File: config.mk
export PLATFORM = sky130hd
export DESIGN_NAME = noc_arb2
export DESIGN_NICKNAME = d
export VERILOG_FILES = /design/src/rtl/noc_pkg.sv /design/src/rtl/noc_mux2.sv /design/src/rtl/noc_rr_pick.sv /design/src/rtl/noc_arb2.sv
export SDC_FILE = /design/constraint.sdc
export NUM_CORES = 1
export LEC_CHECK = 0
export CORE_UTILIZATION = 27
export CTS_BUF_LIST = sky130_fd_sc_hd__clkbuf_8
export CTS_CLUSTER_DIAMETER = 200
export DETAILED_ROUTE_END_ITERATION = 12
export MAX_ROUTING_LAYER = met4
export PLACE_DENSITY_LB_ADDON = 0.05
export SLEW_MARGIN = 10
export SYNTH_ARGS = -nofsm -noshare
export SYNTH_HDL_FRONTEND = slang
export SYNTH_SLANG_ARGS = --single-unit
File: constraint.sdc
create_clock -name clk -period 2.52 [get_ports clk]
set_clock_uncertainty 0.05 [all_clocks]
set_input_delay 0.504 -clock clk [delete_from_list [all_inputs] [get_ports clk]]
set_output_delay 0.504 -clock clk [all_outputs]
set_load 0.1 [all_outputs]
File: src/rtl/noc_pkg.sv
// Shared NoC arbiter definitions: state encoding and default flit width.
package noc_pkg;

    localparam int unsigned NOC_DW = 32;

    localparam logic [1:0] ST_IDLE  = 2'd0;
    localparam logic [1:0] ST_LOCK0 = 2'd1;
    localparam logic [1:0] ST_LOCK1 = 2'd2;

    typedef enum logic [1:0] {
        StIdle  = ST_IDLE,
        StLock0 = ST_LOCK0,
        StLock1 = ST_LOCK1
    } st_e;

    function automatic st_e lock_state(input logic idx);
        return idx ? StLock1 : StLock0;
    endfunction

endpackage

File: src/rtl/noc_mux2.sv
// Generic single-bit 2:1 mux cell.
module noc_mux2 (
    input  logic d0,
    input  logic d1,
    input  logic s,
    output logic y
);

    assign y = s ? d1 : d0;

endmodule

File: src/rtl/noc_rr_pick.sv
// Combinational 2-way round-robin pick; prio names the winner when both request.
module noc_rr_pick (
    input  logic [1:0] req,
    input  logic       prio,
    output logic       gnt_valid,
    output logic       gnt_idx
);

    assign gnt_valid = |req;
    assign gnt_idx   = (req == 2'b11) ? prio : req[1];

endmodule

File: src/rtl/noc_arb2.sv
// Two-input packet-locked round-robin arbiter for one NoC output link.
// Optional per-input tail counters are enabled by defining NOC_ARB_STATS_EN.
module noc_arb2
    import noc_pkg::*;
#(
    parameter int unsigned DW = NOC_DW
) (
    input  logic          clk,
    input  logic          rst,
    input  logic          in0_valid,
    input  logic          in0_last,
    input  logic [DW-1:0] in0_data,
    output logic          in0_ready,
    input  logic          in1_valid,
    input  logic          in1_last,
    input  logic [DW-1:0] in1_data,
    output logic          in1_ready,
    output logic          out_valid,
    output logic          out_last,
    output logic [DW-1:0] out_data,
    input  logic          out_ready,
    output logic          sel,
`ifdef NOC_ARB_STATS_EN
    output logic [15:0]   pkt_cnt0,
    output logic [15:0]   pkt_cnt1,
`endif
    output logic          busy
);

    st_e  st_q, st_d;
    logic prio_q, prio_d;
    logic cur;
    logic xfer, tail;
    logic idle_gnt_valid, idle_gnt_idx;
    logic sw_gnt_valid, sw_gnt_idx;
    logic [1:0] sw_req;

    assign cur  = (st_q == StLock1);
    assign sel  = cur;
    assign busy = (st_q != StIdle);

    assign out_valid = busy && (cur ? in1_valid : in0_valid);
    assign in0_ready = (st_q == StLock0) && out_ready;
    assign in1_ready = (st_q == StLock1) && out_ready;

    for (genvar i = 0; i < int'(DW); i++) begin : g_data_mux
        noc_mux2 u_mux (
            .d0 (in0_data[i]),
            .d1 (in1_data[i]),
            .s  (sel),
            .y  (out_data[i])
        );
    end

    noc_mux2 u_mux_last (
        .d0 (in0_last),
        .d1 (in1_last),
        .s  (sel),
        .y  (out_last)
    );

    assign xfer = out_valid && out_ready;
    assign tail = xfer && out_last;

    noc_rr_pick u_pick_idle (
        .req       ({in1_valid, in0_valid}),
        .prio      (prio_q),
        .gnt_valid (idle_gnt_valid),
        .gnt_idx   (idle_gnt_idx)
    );

    // Only the other input may take over on a tail; the owner goes back through IDLE.
    assign sw_req = cur ? {1'b0, in0_valid} : {in1_valid, 1'b0};

    noc_rr_pick u_pick_switch (
        .req       (sw_req),
        .prio      (~cur),
        .gnt_valid (sw_gnt_valid),
        .gnt_idx   (sw_gnt_idx)
    );

    always_comb begin
        st_d   = st_q;
        prio_d = prio_q;
        case (st_q)
            StIdle: begin
                if (idle_gnt_valid) begin
                    st_d = lock_state(idle_gnt_idx);
                end
            end
            StLock0, StLock1: begin
                if (tail) begin
                    prio_d = ~cur;
                    st_d   = sw_gnt_valid ? lock_state(sw_gnt_idx) : StIdle;
                end
            end
            default: st_d = StIdle;
        endcase
    end

    always_ff @(posedge clk or posedge rst) begin
        if (rst) begin
            st_q   <= StIdle;
            prio_q <= 1'b0;
        end else begin
            st_q   <= st_d;
            prio_q <= prio_d;
        end
    end

`ifdef NOC_ARB_STATS_EN
    logic [15:0] cnt0_q, cnt1_q;

    always_ff @(posedge clk or posedge rst) begin
        if (rst) begin
            cnt0_q <= 16'd0;
            cnt1_q <= 16'd0;
        end else begin
            if (tail && !cur && (cnt0_q != 16'hFFFF)) begin
                cnt0_q <= cnt0_q + 16'd1;
            end
            if (tail && cur && (cnt1_q != 16'hFFFF)) begin
                cnt1_q <= cnt1_q + 16'd1;
            end
        end
    end

    assign pkt_cnt0 = cnt0_q;
    assign pkt_cnt1 = cnt1_q;
`endif

endmodule

* After elaboration in Yosys (flattened, before gate mapping)
Cells that the tools add are included.
** Word-level totals
- Register bits :: 3
- Input port bits :: 71
** Operators by class
- Eq/ne operators :: 6
- Mux-type cells :: 43
- Bitwise logic cells :: 1
- Reductions and logical operators :: 12
** Operators with widths (number)
- 1-bit 2-to-1 mux :: 36
- 2-bit 2-to-1 mux :: 6
- 2-bit == test, second input constant :: 3
- 2-bit OR reduction :: 3
- 1-bit logical AND :: 5
- 2-bit != test, second input constant :: 2
- 2-bit case mux with 2 select lines :: 1
- 2-bit AND reduction :: 2
- 2-bit by 1-bit == test with 1-bit output, second input constant :: 1
- 2-bit logical NOT :: 1
- 2-bit nonzero test :: 1
- 1-bit inverter :: 1

* Depth between registers and ports, before layout
- Depth after elaboration :: 8
- Depth in mapped cells :: 7
- Gate-level depth less buffers :: 6

* By module
From an unflattened synthesis, not the netlist that was laid out.
** Unflattened totals
- Cell total of the unflattened synthesis :: 69
- Area, all modules :: 824.5 um2
** By module, submodules not included
- noc_mux2 :: instances 33, cells each 1, area each 15.0 um2
- noc_arb2 :: instances 1, cells each 30, area each 294.0 um2
- noc_rr_pick :: instances 2, cells each 3, area each 17.5 um2

* Worst setup path before layout
OpenSTA, ideal clock, no wires.
- Kind :: register to register
- Start :: register st_q[0]
- End :: register prio_q
- Setup time :: 142 ps
- Arrival :: 3321 ps
- Path slack :: -992 ps
- Stages on the path, launching flop included :: 8
- Buffers on the path :: 1
- Period minus slack after synthesis :: 3512 ps
- Path through :: dfrtp_1 inv_1 ha_1 buf_6 mux2i_1 nor2_1 nand4_1 mux2i_1
** Between the ends
- Word-level cells in the longest chain between the ends :: 6
- Elaborated cells on any way between the ends :: 11
- Classes of those cells :: 2 x eq/ne; 2 x mux; 1 x bitwise; 6 x reduce/logical
** Ends and longest elaborated chain
- start, declared :: RTL line noc_arb2.sv:30 : st_e st_q, st_d;
- start signal, assigned :: RTL line noc_arb2.sv:103 : st_q <= StIdle;
- start signal, assigned :: RTL line noc_arb2.sv:106 : st_q <= st_d;
- 2-bit == test :: RTL line noc_arb2.sv:38 : assign cur = (st_q == StLock1);
- via sel :: RTL line noc_arb2.sv:22 : output logic sel,
- 1-bit 2-to-1 mux :: RTL line noc_arb2.sv:42 : assign out_valid = busy && (cur ? in1_valid : in0_valid);
- 1-bit logical AND :: RTL line noc_arb2.sv:42
- via out_valid :: RTL line noc_arb2.sv:18 : output logic out_valid,
- 1-bit logical AND :: RTL line noc_arb2.sv:62 : assign xfer = out_valid && out_ready;
- 1-bit logical AND :: RTL line noc_arb2.sv:63 : assign tail = xfer && out_last;
- 2-bit AND reduction (no source line)
- end signal, assigned :: RTL line noc_arb2.sv:107 : prio_q <= prio_d;
- end, declared :: RTL line noc_arb2.sv:31 : logic prio_q, prio_d;
The timed path passes the listed nets, and every way through them passes these cells.
A chain may end at the register's enable or synchronous reset.

* Worst setup path in the final report
- Start :: register st_q[0]
- End :: output port out_last
** Between the ends
- Word-level cells in the longest chain between the ends :: 2
** Ends and longest elaborated chain
- 2-bit == test :: RTL line noc_arb2.sv:38
- 1-bit 2-to-1 mux :: RTL line noc_mux2.sv:9 : assign y = s ? d1 : d0;
- end, declared :: RTL line noc_arb2.sv:19 : output logic out_last,
Every way passes these cells.

==> flow_metrics.env <==
export IMPL_unique_masters_post_synth=21
export IMPL_cp_cell_sequence="inv_1 -> ha_4 -> mux2_2 -> buf_12"
export IMPL_post_layout_total_power_w=0.00299
export IMPL_gp_routability_congestion=0.790
export IMPL_detailroute_via_count=968
export IMPL_core_um2=3130
export IMPL_row_count=20
export IMPL_power_switching_fraction_pct=58.8
export IMPL_antenna_cells_inserted=0
export IMPL_drt_initial_drc_count=12
export IMPL_cts_inserted_buffers=3
export IMPL_cpPeakStageDelay_ns=0.46
export IMPL_synth_seq_cells=3
export IMPL_rsz0062_at_grt="no"
export IMPL_post_synth_main_area_contributors="sky130_fd_sc_hd__mux2_2 41%, sky130_fd_sc_hd__buf_4 26%, sky130_fd_sc_hd__dfrtp_1 8.2%"
export IMPL_drive_gt1_share_pct=44.7
export IMPL_postRouteAntennaNets=0
export IMPL_largest_net_degree_at_the_start_of_global_routing=38
export IMPL_pleak_nw=0.944
export IMPL_outcome="finished, final reports clean"
export IMPL_cells_after_synth=101
export IMPL_clock_insertion_delay_worst_skew_ns=0.22
export IMPL_p_sw_w=0.00176
export IMPL_layout_nets=255
export IMPL_required_ns=1.97
export IMPL_cts_post_setup_buffers_inserted=0
export IMPL_die_footprint_um2=3620
export IMPL_ctsHtreeMaxLevel=1
export IMPL_initial_core_util_pct=29.2
export IMPL_globalRouteOverflowTotal=0
export IMPL_power_frac_seq_pct=3.1
export IMPL_grt_first_pass_wirelength_um=4640
export IMPL_via_count_of_the_first_global_routing_pass=993
export IMPL_post_cts_resized=0
export IMPL_synthesis_area_per_instance_um2=9.04
export IMPL_placedInstanceArea_um2=2200
export IMPL_hold_path_class="primary input to async pin"
export IMPL_crit_path_start_kind="flip-flop"
export IMPL_postLayoutSetupSlackWorst_ns=0.113
export IMPL_cts_hold_buf=0
export IMPL_endpoint_kind="output pin"
export IMPL_numClockSinks=3
export IMPL_setup_violations=0
export IMPL_synth_edf_count=0
export IMPL_number_of_antenna_violations_at_the_first_check_in_global_routing=0
export IMPL_cts_buffer_depth=2
export IMPL_comb_power_share_pct=92.2
export IMPL_cp_data_arrival_time_ns=1.85
export IMPL_io_pins=109
export IMPL_timing_critical_path_fanout_max=37
export IMPL_worst_slew_margin_rel_pct=68.2
export IMPL_combined_global_route_utilization_of_all_metal_layers_pct=17.5
export IMPL_cellInternalPower_w=0.00123
export IMPL_placement_io_buffers=108
export IMPL_path_class="flip-flop to output pin"
export IMPL_timing_critical_path_max_delay_family="adder cells"
export IMPL_clock_period_minus_worst_slack_ns=2.41
export IMPL_dieHeight_um=60.2
export IMPL_timing_final_crit_share_pct=95.5
export IMPL_hpwl_um=2730
export IMPL_post_place_setup_slack_ns=0.256
export IMPL_cellPowerDensity_nw_per_um2=1330
export IMPL_detailedRoute_firstPassIterationCount=2
export IMPL_slew_at_the_pin_closest_to_its_max_slew_limit_ns=0.476
export IMPL_achievable_frequency_mhz=416
export IMPL_die_w_um=60.2
export IMPL_synth_ff_type="sky130_fd_sc_hd__dfrtp_1"
export IMPL_synthesis_yosys_warnings=0
export IMPL_maxSlewViolCount=0
export IMPL_power_clock_fraction_pct=4.7
export IMPL_syn_area_um2=913
export IMPL_final_hold_violation_count=0
export IMPL_area_growth_pct=146
export IMPL_cts_root_buf="sky130_fd_sc_hd__clkbuf_8"
export IMPL_wl_um=3210
export IMPL_final_util_pct=71.7
export IMPL_drcViolationCount=0
export IMPL_drt_wirelength_per_cell_um=14.4
export IMPL_vdd_ir_drop_worst_uv=1390
export IMPL_tritoncts="yes"
export IMPL_netlist_top_cell_by_area="sky130_fd_sc_hd__mux2_2"
export IMPL_cpMaxStageDelayCell="sky130_fd_sc_hd__ha_4"
export IMPL_clock_pin_slew_of_the_registers_on_the_worst_case_setup_and_hold_paths_ns=0.03
export IMPL_postLayoutCellArea_um2=2240
export IMPL_worstPathBufferInverterCount=2
export IMPL_synth_async_reset_ratio_pct=100
export IMPL_synth_top_cell_area_share_pct=40.7
export IMPL_via_cell_ratio=4.34
export IMPL_max_cap_viol_count=0
export IMPL_postSynthNetCount=176
export IMPL_synth_seq_area_share_pct=8.22
## cells in the final DEF, fill, tap and decap left out
cell	netlist	final
sky130_fd_sc_hd__clkdlybuf4s50_1	0	70
sky130_fd_sc_hd__buf_12	0	38
sky130_fd_sc_hd__mux2_2	33	33
sky130_fd_sc_hd__inv_1	7	8
sky130_fd_sc_hd__mux2i_1	3	3
sky130_fd_sc_hd__ha_1	4	3
sky130_fd_sc_hd__clkbuf_8	0	3
sky130_fd_sc_hd__dfrtp_1	3	3
sky130_fd_sc_hd__buf_4	32	2
sky130_fd_sc_hd__nand2_1	1	1
sky130_fd_sc_hd__nor2b_1	1	1
sky130_fd_sc_hd__o21ai_0	1	1
sky130_fd_sc_hd__a21oi_1	1	1
sky130_fd_sc_hd__o32ai_1	1	1
sky130_fd_sc_hd__nor2_1	2	1
sky130_fd_sc_hd__o21ai_1	1	1
sky130_fd_sc_hd__or3b_1	1	1
sky130_fd_sc_hd__mux2_4	1	1
sky130_fd_sc_hd__nor2_2	0	1
sky130_fd_sc_hd__nand4_1	1	1
sky130_fd_sc_hd__o22ai_1	1	1
sky130_fd_sc_hd__nand3b_1	1	1
sky130_fd_sc_hd__and2_1	2	1
sky130_fd_sc_hd__and2_2	0	1
sky130_fd_sc_hd__ha_4	0	1
## metrics by stage
step | TNS (ns) | hold WS (ns) | instances
final | 0 | 0.410 | 223
after global routing | 0 | 0.433 | 223
after CTS | 0 | 0.409 | 223
after detailed placement | 0 | 0.471 | 219
after global placement | 0 | 0.475 | 219
after floorplan | -0.197 | 0.208 | 101
## per-layer routing
layer / GRT usage [%] / up-vias / part of all wire (%)
li1: - / 469 / -
met4: 2.99 / 0 / 0
met5: - / - / 0
met3: 4.33 / 0 / 11
met2: 32.8 / 61 / 53
met1: 18.5 / 438 / 36
## synthesized netlist by cell type (2+ instances only)
master / count
sky130_fd_sc_hd__and2_1: 2
sky130_fd_sc_hd__buf_4: 32
sky130_fd_sc_hd__clkbuf_1: 3
sky130_fd_sc_hd__dfrtp_1: 3
sky130_fd_sc_hd__ha_1: 4
sky130_fd_sc_hd__inv_1: 7
sky130_fd_sc_hd__mux2_2: 33
sky130_fd_sc_hd__mux2i_1: 3
sky130_fd_sc_hd__nor2_1: 2
## layout make-up
cell class,count,area [um^2]
flip-flops and latches,3,75.1
repair buffers,110,1480
multi-input cells,55,566
clock buffers,3,41.3
fillers,237,885
clock inverters,1,3.75
well taps,44,55.1
inverters,7,26.3
## logic make-up (layout without fill, tap and decap cells)
| logic type | count (synthesis) | in the layout | synth area share, % |
|---|---|---|---|
| multiplexers | 37 | 37 | 45.6 |
| adder cells (fa/ha/maj) | 4 | 4 | 5.48 |
| AO/OA/AOI/OAI | 5 | 5 | 3.29 |
| flip-flops | 3 | 3 | 8.22 |
| AND/OR/NAND/NOR | 9 | 9 | 5.75 |
| buffers and inverters | 43 | 121 | 31.6 |
## flip-flops by register name, summed over array words and instances (netlist names)
register / cells
st_q: 2
prio_q: 1
## final timing paths
check	from	to	slack [ns]	cells past startpoint
max reg2reg	st_q[0]	st_q[0]	0.26	6
max	st_q[0]	out_last	0.11	4
max in group asynchronous	rst	st_q[0]	1.88	2
min	rst	st_q[1]	0.41	2
min reg2reg	prio_q	prio_q	0.48	2
min in group clk	prio_q	prio_q	0.48	2
## power by group through the flow
stage	clock (W)	combinational (W)	sequential (W)
finish	0.000140	0.00276	0.0000919
global route	0.000148	0.00284	0.0000952
CTS	0.000143	0.00277	0.0000924
detailed placement	0	0.00276	0.0000931
global placement	0	0.00274	0.0000898
floorplan	0	0.00197	0.0000876
Power figures use the tool's default switching activity.
